==> src/rtl/parcel_color_detector.sv <==
// Parcel colour classifier: averages VEML R/B/W words over 2^AVG_LOG2 sets and reports red/blue.
// Optional feature macro COLOR_HYST_EN: a colour commits only after two agreeing decisive windows.
module parcel_color_detector #(
    parameter int AVG_LOG2 = 2,
    parameter int MARGIN   = 64,
    parameter int DARK_TH  = 256
) (
    input  logic        clk,
    input  logic        rst,
    input  logic [15:0] ch_data,
    input  logic        ch_valid,
    input  logic        ch_first,
    output logic        ch_ready,
    output logic        veml_ready,
    output logic        parcel_color,
    output logic        color_valid,
    output logic        sync_err,
    output logic        state_dbg
);

    // Handshake: a word transfers on a rising edge where ch_valid & ch_ready are both high;
    // ch_ready drops only for the CLASSIFY cycle and the source must hold its word meanwhile.
    localparam int SW = 16 + AVG_LOG2;
    localparam int CW = 17 + AVG_LOG2;
    localparam logic [CW-1:0] DARK_LIM   = CW'(DARK_TH << AVG_LOG2);
    localparam logic [CW-1:0] MARGIN_LIM = CW'(MARGIN << AVG_LOG2);
    localparam logic [AVG_LOG2-1:0] SET_LAST = '1;

    typedef enum logic {ACC, CLASSIFY} state_t;

    state_t              state_q, state_d;
    logic [1:0]          idx_q, idx_d;
    logic [AVG_LOG2-1:0] set_cnt_q, set_cnt_d;
    logic [15:0]         r_sh_q, r_sh_d, b_sh_q, b_sh_d;
    logic [SW-1:0]       r_sum_q, r_sum_d, b_sum_q, b_sum_d, w_sum_q, w_sum_d;
    logic                ch_ready_q, ch_ready_d;
    logic                veml_ready_q, veml_ready_d;
    logic                color_q, color_d;
    logic                color_valid_q, color_valid_d;
    logic                sync_err_q, sync_err_d;
`ifdef COLOR_HYST_EN
    logic                cand_q, cand_d, cand_vld_q, cand_vld_d;
`endif

    logic [CW-1:0] r_ext, b_ext, w_ext;
    logic          is_dark, is_red, is_blue, commit;

    assign r_ext   = {1'b0, r_sum_q};
    assign b_ext   = {1'b0, b_sum_q};
    assign w_ext   = {1'b0, w_sum_q};
    assign is_dark = w_ext < DARK_LIM;
    assign is_red  = !is_dark && (r_ext > b_ext + MARGIN_LIM);
    assign is_blue = !is_dark && (b_ext > r_ext + MARGIN_LIM);

    always_comb begin
        state_d       = state_q;
        idx_d         = idx_q;
        set_cnt_d     = set_cnt_q;
        r_sh_d        = r_sh_q;
        b_sh_d        = b_sh_q;
        r_sum_d       = r_sum_q;
        b_sum_d       = b_sum_q;
        w_sum_d       = w_sum_q;
        ch_ready_d    = ch_ready_q;
        veml_ready_d  = 1'b0;
        color_d       = color_q;
        color_valid_d = color_valid_q;
        sync_err_d    = sync_err_q;
        commit        = 1'b0;
`ifdef COLOR_HYST_EN
        cand_d        = cand_q;
        cand_vld_d    = cand_vld_q;
`endif
        case (state_q)
            ACC: begin
                if (ch_valid) begin
                    if (ch_first && idx_q != 2'd0) begin
                        // Partial words live only in shadows, so restarting the set needs no undo.
                        sync_err_d = 1'b1;
                        r_sh_d     = ch_data;
                        b_sh_d     = '0;
                        idx_d      = 2'd1;
                    end else if (!ch_first && idx_q == 2'd0) begin
                        sync_err_d = 1'b1;
                    end else begin
                        case (idx_q)
                            2'd0: begin r_sh_d = ch_data; idx_d = 2'd1; end
                            2'd1: idx_d = 2'd2;
                            2'd2: begin b_sh_d = ch_data; idx_d = 2'd3; end
                            default: begin
                                r_sum_d = r_sum_q + SW'(r_sh_q);
                                b_sum_d = b_sum_q + SW'(b_sh_q);
                                w_sum_d = w_sum_q + SW'(ch_data);
                                idx_d   = 2'd0;
                                if (set_cnt_q == SET_LAST) begin
                                    set_cnt_d  = '0;
                                    state_d    = CLASSIFY;
                                    ch_ready_d = 1'b0;
                                end else begin
                                    set_cnt_d = set_cnt_q + 1'b1;
                                end
                            end
                        endcase
                    end
                end
            end
            default: begin
                if (is_red || is_blue) begin
`ifdef COLOR_HYST_EN
                    commit     = cand_vld_q && (cand_q == is_blue);
                    cand_d     = is_blue;
                    cand_vld_d = 1'b1;
`else
                    commit     = 1'b1;
`endif
                end
`ifdef COLOR_HYST_EN
                else begin
                    cand_vld_d = 1'b0;
                end
`endif
                if (commit) begin
                    color_d       = is_blue;
                    color_valid_d = 1'b1;
                    veml_ready_d  = 1'b1;
                end
                r_sum_d    = '0;
                b_sum_d    = '0;
                w_sum_d    = '0;
                set_cnt_d  = '0;
                ch_ready_d = 1'b1;
                state_d    = ACC;
            end
        endcase
    end

    always_ff @(posedge clk or posedge rst) begin
        if (rst) begin
            state_q       <= ACC;
            idx_q         <= '0;
            set_cnt_q     <= '0;
            r_sh_q        <= '0;
            b_sh_q        <= '0;
            r_sum_q       <= '0;
            b_sum_q       <= '0;
            w_sum_q       <= '0;
            ch_ready_q    <= 1'b1;
            veml_ready_q  <= 1'b0;
            color_q       <= 1'b0;
            color_valid_q <= 1'b0;
            sync_err_q    <= 1'b0;
`ifdef COLOR_HYST_EN
            cand_q        <= 1'b0;
            cand_vld_q    <= 1'b0;
`endif
        end else begin
            state_q       <= state_d;
            idx_q         <= idx_d;
            set_cnt_q     <= set_cnt_d;
            r_sh_q        <= r_sh_d;
            b_sh_q        <= b_sh_d;
            r_sum_q       <= r_sum_d;
            b_sum_q       <= b_sum_d;
            w_sum_q       <= w_sum_d;
            ch_ready_q    <= ch_ready_d;
            veml_ready_q  <= veml_ready_d;
            color_q       <= color_d;
            color_valid_q <= color_valid_d;
            sync_err_q    <= sync_err_d;
`ifdef COLOR_HYST_EN
            cand_q        <= cand_d;
            cand_vld_q    <= cand_vld_d;
`endif
        end
    end

    assign ch_ready     = ch_ready_q;
    assign veml_ready   = veml_ready_q;
    assign parcel_color = color_q;
    assign color_valid  = color_valid_q;
    assign sync_err     = sync_err_q;
    assign state_dbg    = (state_q == CLASSIFY);

endmodule

==> config.mk <==
export PLATFORM = sky130hd
export DESIGN_NAME = parcel_color_detector
export DESIGN_NICKNAME = d
export VERILOG_FILES = /design/src/rtl/parcel_color_detector.sv
export SDC_FILE = /design/constraint.sdc
export NUM_CORES = 1
export LEC_CHECK = 0
export CAP_MARGIN = 40
export CORE_MARGIN = 10
export CORE_UTILIZATION = 58
export CTS_BUF_LIST = sky130_fd_sc_hd__clkbuf_4 sky130_fd_sc_hd__clkbuf_8
export DETAILED_ROUTE_END_ITERATION = 8
export PLACE_DENSITY_LB_ADDON = 0.08
export SYNTH_ARGS = -nofsm -noshare
export SYNTH_HDL_FRONTEND = slang
export SYNTH_SLANG_ARGS = --single-unit
==> constraint.sdc <==
create_clock -name clk -period 2.95 [get_ports clk]
set_input_delay 0.59 -clock clk [delete_from_list [all_inputs] [get_ports clk]]
set_output_delay 0.59 -clock clk [all_outputs]
set_load 0.005 [all_outputs]
Word level (Yosys, flattened, before mapping)
Index checks and enable logic that the tools add are counted.
{ "totals": {"rom_bits": 0, "ramBits": 0, "reg_bits": 96, "output_inout_bits": 6, "latch_bits": 0, "memories": 0, "in_bits": 20, "word_cells": 100} }
{ "op_classes": {"reduce_logical": 22, "order_cmp": 3, "eq_ne": 7, "shifts": 0, "bitwise": 1, "mux": 48, "div": 0, "n_addsub": 6, "n_mul": 0} }
{ "op_table": {"columns": ["operator", "n"], "rows": [
  ["$mux W18", 15],
  ["$mux W16", 6],
  ["$add A18 B16 Y18", 3],
  ["$add A18 B9 Y19 const B", 2],
  ["$gt A18 B19 Y1", 2],
  ["$lt A18 B11 Y1 const B", 1],
  ["$mux W1", 18],
  ["$mux W2", 8],
  ["$reduce_and A4 Y1", 3],
  ["$reduce_bool A2 Y1", 6],
  ["$ne A2 B2 Y1 const B", 3],
  ["$pmux W2 S3", 1],
  ["$reduce_and A3 Y1", 2],
  ["$reduce_and A5 Y1", 1],
  ["$eq A2 B2 Y1 const B", 2],
  ["$logic_and A1 B1 Y1", 4],
  ["$reduce_or A3 Y1", 1],
  ["$add A2 B1 Y2 const B", 1],
  ["$eq A2 B1 Y1 const B", 1],
  ["$logic_not A1 Y1", 2],
  ["$logic_not A2 Y1", 1],
  ["$ne A2 B1 Y1 const B", 1],
  ["$reduce_and A2 Y1", 1],
  ["$logic_or A1 B1 Y1", 1],
  ["$not A1 Y1", 1]
]} }

Longest topological paths before layout
{ "depth": {"ltp_word": 8, "ltp_mapped": 13} }

Least setup slack after synthesis
No wires, ideal clock.
{ "synth_path": {"kind": "input to register", "start": "input port ch_data[0]", "end": "register w_sum_q[14]", "n_path_buf": 0, "arrival_ps": 2472, "setup_slack_ps": 357, "cell_stages": 9, "path_cell_list": "ha_1 > fa_1 > a211oi_2 > o21ai_1 > a2111oi_2 > nor3_1 > a31oi_1 > xnor2_1 > a22o_1"} }
{ "synth_between": {"elab_chain_cells": 6} }
{ "synth_rtl": {"columns": ["item", "line", "rtl"], "rows": [
  ["from (decl)", "10", "input logic [15:0] ch_data,"],
  ["$add A18 B16 Y18", "93", "w_sum_d = w_sum_q + SW'(ch_data);"],
  ["$mux W18", "86", "case (idx_q)"],
  ["$mux W18", "83", "end else if (!ch_first && idx_q == 2'd0) begin"],
  ["$mux W18", "77", "if (ch_first && idx_q != 2'd0) begin"],
  ["$mux W18", "76", "if (ch_valid) begin"],
  ["$mux W18", "74", "case (state_q)"],
  ["to (signal assigned)", "164", "w_sum_q <= w_sum_d;"],
  ["to (decl)", "35", "logic [SW-1:0] r_sum_q, r_sum_d, b_sum_q, b_sum_d, w_sum_q, w_sum_d;"]
]} }
Every way passes these cells. The select of a mux whose other input is x is not followed.
A chain may end at the register's enable or synchronous reset.

Worst setup path after layout
Same ends and word-level chain as after synthesis.

==> metrics.log <==
INFO  metric hold_violations = 0
INFO  metric postCtsHoldBufs = 0
INFO  metric synth-seq-area-share = 34.3%
INFO  metric routed_via_density = 5.97
INFO  metric leading_cell_type_in_the_layout_fill_and_taps_excluded = sky130_fd_sc_hd__dfrtp_1
INFO  metric floorplan.die_area = 16900 sq um
INFO  metric power_switching_share = 44.2%
INFO  metric antenna_cells_inserted = 0
INFO  metric drc_errors = 0
INFO  metric nets = 920
INFO  metric timing.final.max_slew_violations = 0
INFO  metric internal_power = 4670 uW
INFO  metric clkPwrFrac = 10.5%
INFO  metric crit_path_start = ch_data[0]
INFO  metric power.share.combinational = 61.1%
INFO  metric leakagePower = 0.00384 uW
INFO  metric post_drt_wl_per_cell = 17.0 microns
INFO  metric detail_route.first_pass.iterations = 4
INFO  metric slew_headroom = 58.1%
INFO  metric fp.dieW = 130 microns
INFO  metric clock_tree_from_tritoncts = built
INFO  metric gr-usage-all-layers = 20.2%
INFO  metric clock.fmax = 0.359 GHz
INFO  metric seq_power_share = 28.4%
INFO  metric pin_count_of_the_biggest_net_entering_global_routing = 48
INFO  metric drtAntennaViolNets = 0
INFO  metric drv_cap = 0
INFO  metric place.detailed.hpwl = 12700 microns
INFO  metric hold_path.startpoint = parcel_color
INFO  metric cts_buffers = 9
INFO  metric crit_arrival = 3040 ps
INFO  metric ctsResizeCount = 0
INFO  metric grt_remaining_overflow = 0
INFO  metric clkTransAtPathRegs = 100 ps
INFO  metric yosysWarnings = 0
INFO  metric place_area = 7680 sq um
INFO  metric area_growth = 12.5%
INFO  metric synth_area_per_inst = 9.30 sq um
INFO  metric count_of_mapped_cells_out_of_synthesis = 753
INFO  metric outcome = completed
INFO  metric final_worst_path_cycle_share = 94.4%
INFO  metric die_height = 130 microns
INFO  metric power_per_cell_area = 1060 nW/um^2
INFO  metric clock-sinks = 96
INFO  metric weighted_congestion_reported_at_the_end_of_routability_driven_placement = 0.935
INFO  metric non_filler_cell_area_final = 7880 sq um
INFO  metric critPathRequiredTime = 3200 ps
INFO  metric setup_tns = 0 ps
INFO  metric final.min_clock_period = 2790 ps
INFO  metric number_of_input_and_output_port_buffers_inserted = 25
INFO  metric worst_pin_slew = 628 ps
INFO  metric finalClockSkew = 17.6 ps
INFO  metric final_layout_size_suffix_gt1_share = 10.9%
INFO  metric worst_setup_path_end_kind = flop
INFO  metric synth_top_flop_cell = sky130_fd_sc_hd__dfrtp_1
INFO  metric reg2reg_from = b_sum_q[10]
INFO  metric via_count = 5714
INFO  metric root_buffer = sky130_fd_sc_hd__clkbuf_8
INFO  metric post_synthesis_register_bit_count = 96
INFO  metric grt_pass1_wl = 27500 microns
INFO  metric post-cts-setup-buffer-count = 0
INFO  metric grt_setup_unrepaired = no
INFO  metric vdd_drop_max = 0.430 mV
INFO  metric seq_area = 2400 sq um
INFO  metric row_count = 40
INFO  metric report.final.setup_viol = 0
INFO  metric critical_path.startpoint_type = primary input
INFO  metric antenna_found_initial = 0
INFO  metric async_reset_ff_share = 100%
INFO  metric layout.cells.most_common_list = sky130_fd_sc_hd__dfrtp_1, sky130_fd_sc_hd__ha_1, sky130_fd_sc_hd__nand2_1
INFO  metric dpl.cell_count = 941
INFO  metric hold_ws = 481 ps
INFO  metric post-layout-total-power = 8370 uW
INFO  metric clock_latency = 370 ps
INFO  metric power.net_switching = 3700 uW
INFO  metric synth_enable_flop_cells = 0
INFO  metric number_of_global_route_vias_before_repair = 5795
INFO  metric synth.net_count = 868
INFO  metric path_class = in -> reg
INFO  metric clk_path_buf_depth = 2
INFO  metric initial_core_util = 58.8%
INFO  metric h_tree_depth = 3
INFO  metric fp.coreArea = 11900 sq um
INFO  metric io_pins = 26
INFO  metric drt-total-wl = 16200 microns
INFO  metric worst-path-max-fanout = 3
INFO  metric timing.hold.worst.class = reg -> reg
INFO  metric fillCellCount = 983
INFO  metric synthesized_area = 7000 sq um
INFO  metric netlist-cell-type-count = 60
INFO  metric dr.first_iter.drc_count = 216
INFO  metric layoutNonFillerInstCount = 957
INFO  metric multiInputGateArea = 4410 sq um
## Yosys cell counts, types with 3 or more instances
library cell | number | share of area, %
sky130_fd_sc_hd__o21ai_1 | 16 | 1.1
sky130_fd_sc_hd__nand2b_1 | 10 | 0.89
sky130_fd_sc_hd__mux2_2 | 17 | 2.7
sky130_fd_sc_hd__nand4_1 | 10 | 0.89
sky130_fd_sc_hd__xor2_1 | 27 | 3.4
sky130_fd_sc_hd__nor2_1 | 31 | 1.7
sky130_fd_sc_hd__nor2b_1 | 9 | 0.80
sky130_fd_sc_hd__xnor2_1 | 26 | 3.3
sky130_fd_sc_hd__a31oi_1 | 12 | 1.1
sky130_fd_sc_hd__o211ai_1 | 3 | 0.32
sky130_fd_sc_hd__a211oi_1 | 6 | 0.64
sky130_fd_sc_hd__a32o_1 | 5 | 0.71
sky130_fd_sc_hd__clkbuf_1 | 16 | 0.86
sky130_fd_sc_hd__dfrtp_1 | 95 | 34
sky130_fd_sc_hd__fa_1 | 3 | 0.86
sky130_fd_sc_hd__or2_2 | 6 | 0.54
sky130_fd_sc_hd__inv_1 | 36 | 1.9
sky130_fd_sc_hd__or3_1 | 5 | 0.45
sky130_fd_sc_hd__nand3b_1 | 18 | 1.9
sky130_fd_sc_hd__ha_1 | 92 | 16
sky130_fd_sc_hd__o21bai_1 | 6 | 0.64
sky130_fd_sc_hd__and2_1 | 3 | 0.27
sky130_fd_sc_hd__a22o_1 | 12 | 1.5
sky130_fd_sc_hd__a21o_1 | 31 | 3.3
sky130_fd_sc_hd__nor3_1 | 11 | 0.79
sky130_fd_sc_hd__nand2_1 | 87 | 4.7
sky130_fd_sc_hd__nand3_1 | 20 | 1.4
sky130_fd_sc_hd__mux2i_1 | 3 | 0.43
sky130_fd_sc_hd__a21oi_1 | 45 | 3.2
sky130_fd_sc_hd__o21ai_0 | 49 | 3.5
sky130_fd_sc_hd__and3_1 | 6 | 0.54
## area by class of cell
| type | count | share of cell area (%) |
|---|---|---|
| multi-input cells | 602 | 56.0 |
| flip-flops and latches | 96 | 30.5 |
| repair buffers | 60 | 6.83 |
| well taps | 147 | 2.33 |
| clock buffers | 11 | 1.84 |
| inverters | 36 | 1.76 |
| clock inverters | 5 | 0.715 |
## layer usage
metal | global-route usage (%) | vias up | share of wire (%)
met4 | 8.66 | 0 | 2.4
met5 | 0 | - | 0
met2 | 34.5 | 109 | 49
met1 | 25.3 | 2754 | 46
li1 | - | 2823 | -
met3 | 2.47 | 28 | 3.1
## registers in the layout, summed over array words and instances (netlist names)
| name | cells |
|---|---|
| parcel_color | 1 |
| b_sh_q | 16 |
| set_cnt_q | 2 |
| w_sum_q | 18 |
| sync_err | 1 |
| color_valid | 1 |
| ch_ready | 1 |
| r_sh_q | 16 |
| idx_q | 2 |
| b_sum_q | 18 |
| r_sum_q | 18 |
| state_dbg | 1 |
| veml_ready | 1 |
## path summary, 6_finish.rpt
| path | endpoint | slack, ps | cells past startpoint |
|---|---|---|---|
| setup / recovery | w_sum_q[14] | 160 | 10 |
| hold / removal | parcel_color | 480 | 1 |
| setup reg to reg | color_valid | 210 | 11 |
| hold reg to reg | parcel_color | 480 | 1 |
| max in group asynchronous | b_sum_q[12] | 1670 | 3 |
| min in group asynchronous | w_sum_q[5] | 640 | 2 |
## through the flow
| step | setup slack (ps) | util (%) |
|---|---|---|
| finish | 165 | 66.1 |
| global route | 79.7 | 66.1 |
| CTS | 184 | 66.1 |
| detailed placement | -213 | 64.4 |
| global placement | -170 | 64.4 |
| floorplan | 357 | - |
## critical path, cell delays in order
cell	delay, ps
sky130_fd_sc_hd__clkdlybuf4s50_1	440
sky130_fd_sc_hd__ha_1	240
sky130_fd_sc_hd__fa_1	400
sky130_fd_sc_hd__a211oi_2	250
sky130_fd_sc_hd__o21ai_1	170
sky130_fd_sc_hd__a2111oi_2	310
sky130_fd_sc_hd__nor3_1	150
sky130_fd_sc_hd__a31oi_1	210
sky130_fd_sc_hd__xnor2_1	80
sky130_fd_sc_hd__a22o_1	190
## power groups by stage
| stage | combinational (uW) | clock [uW] | sequential [uW] |
|---|---|---|---|
| floorplan | 3840 | 0 | 2290 |
| global placement | 4860 | 0 | 2370 |
| detailed placement | 5060 | 0 | 2390 |
| CTS | 5100 | 896 | 2370 |
| global route | 5770 | 952 | 2460 |
| finish | 5110 | 877 | 2380 |
## kinds of logic after synthesis
kind of cell / after synthesis / share of synthesized area [%]
flip-flops: 96 / 34.3
XOR/XNOR: 53 / 6.63
buffers and inverters: 55 / 2.97
AO/OA/AOI/OAI: 210 / 19.9
adder cells (fa/ha/maj): 95 / 17.3
AND/OR/NAND/NOR: 224 / 15.8
multiplexers: 20 / 3.16
Power figures use the tool's default switching activity.
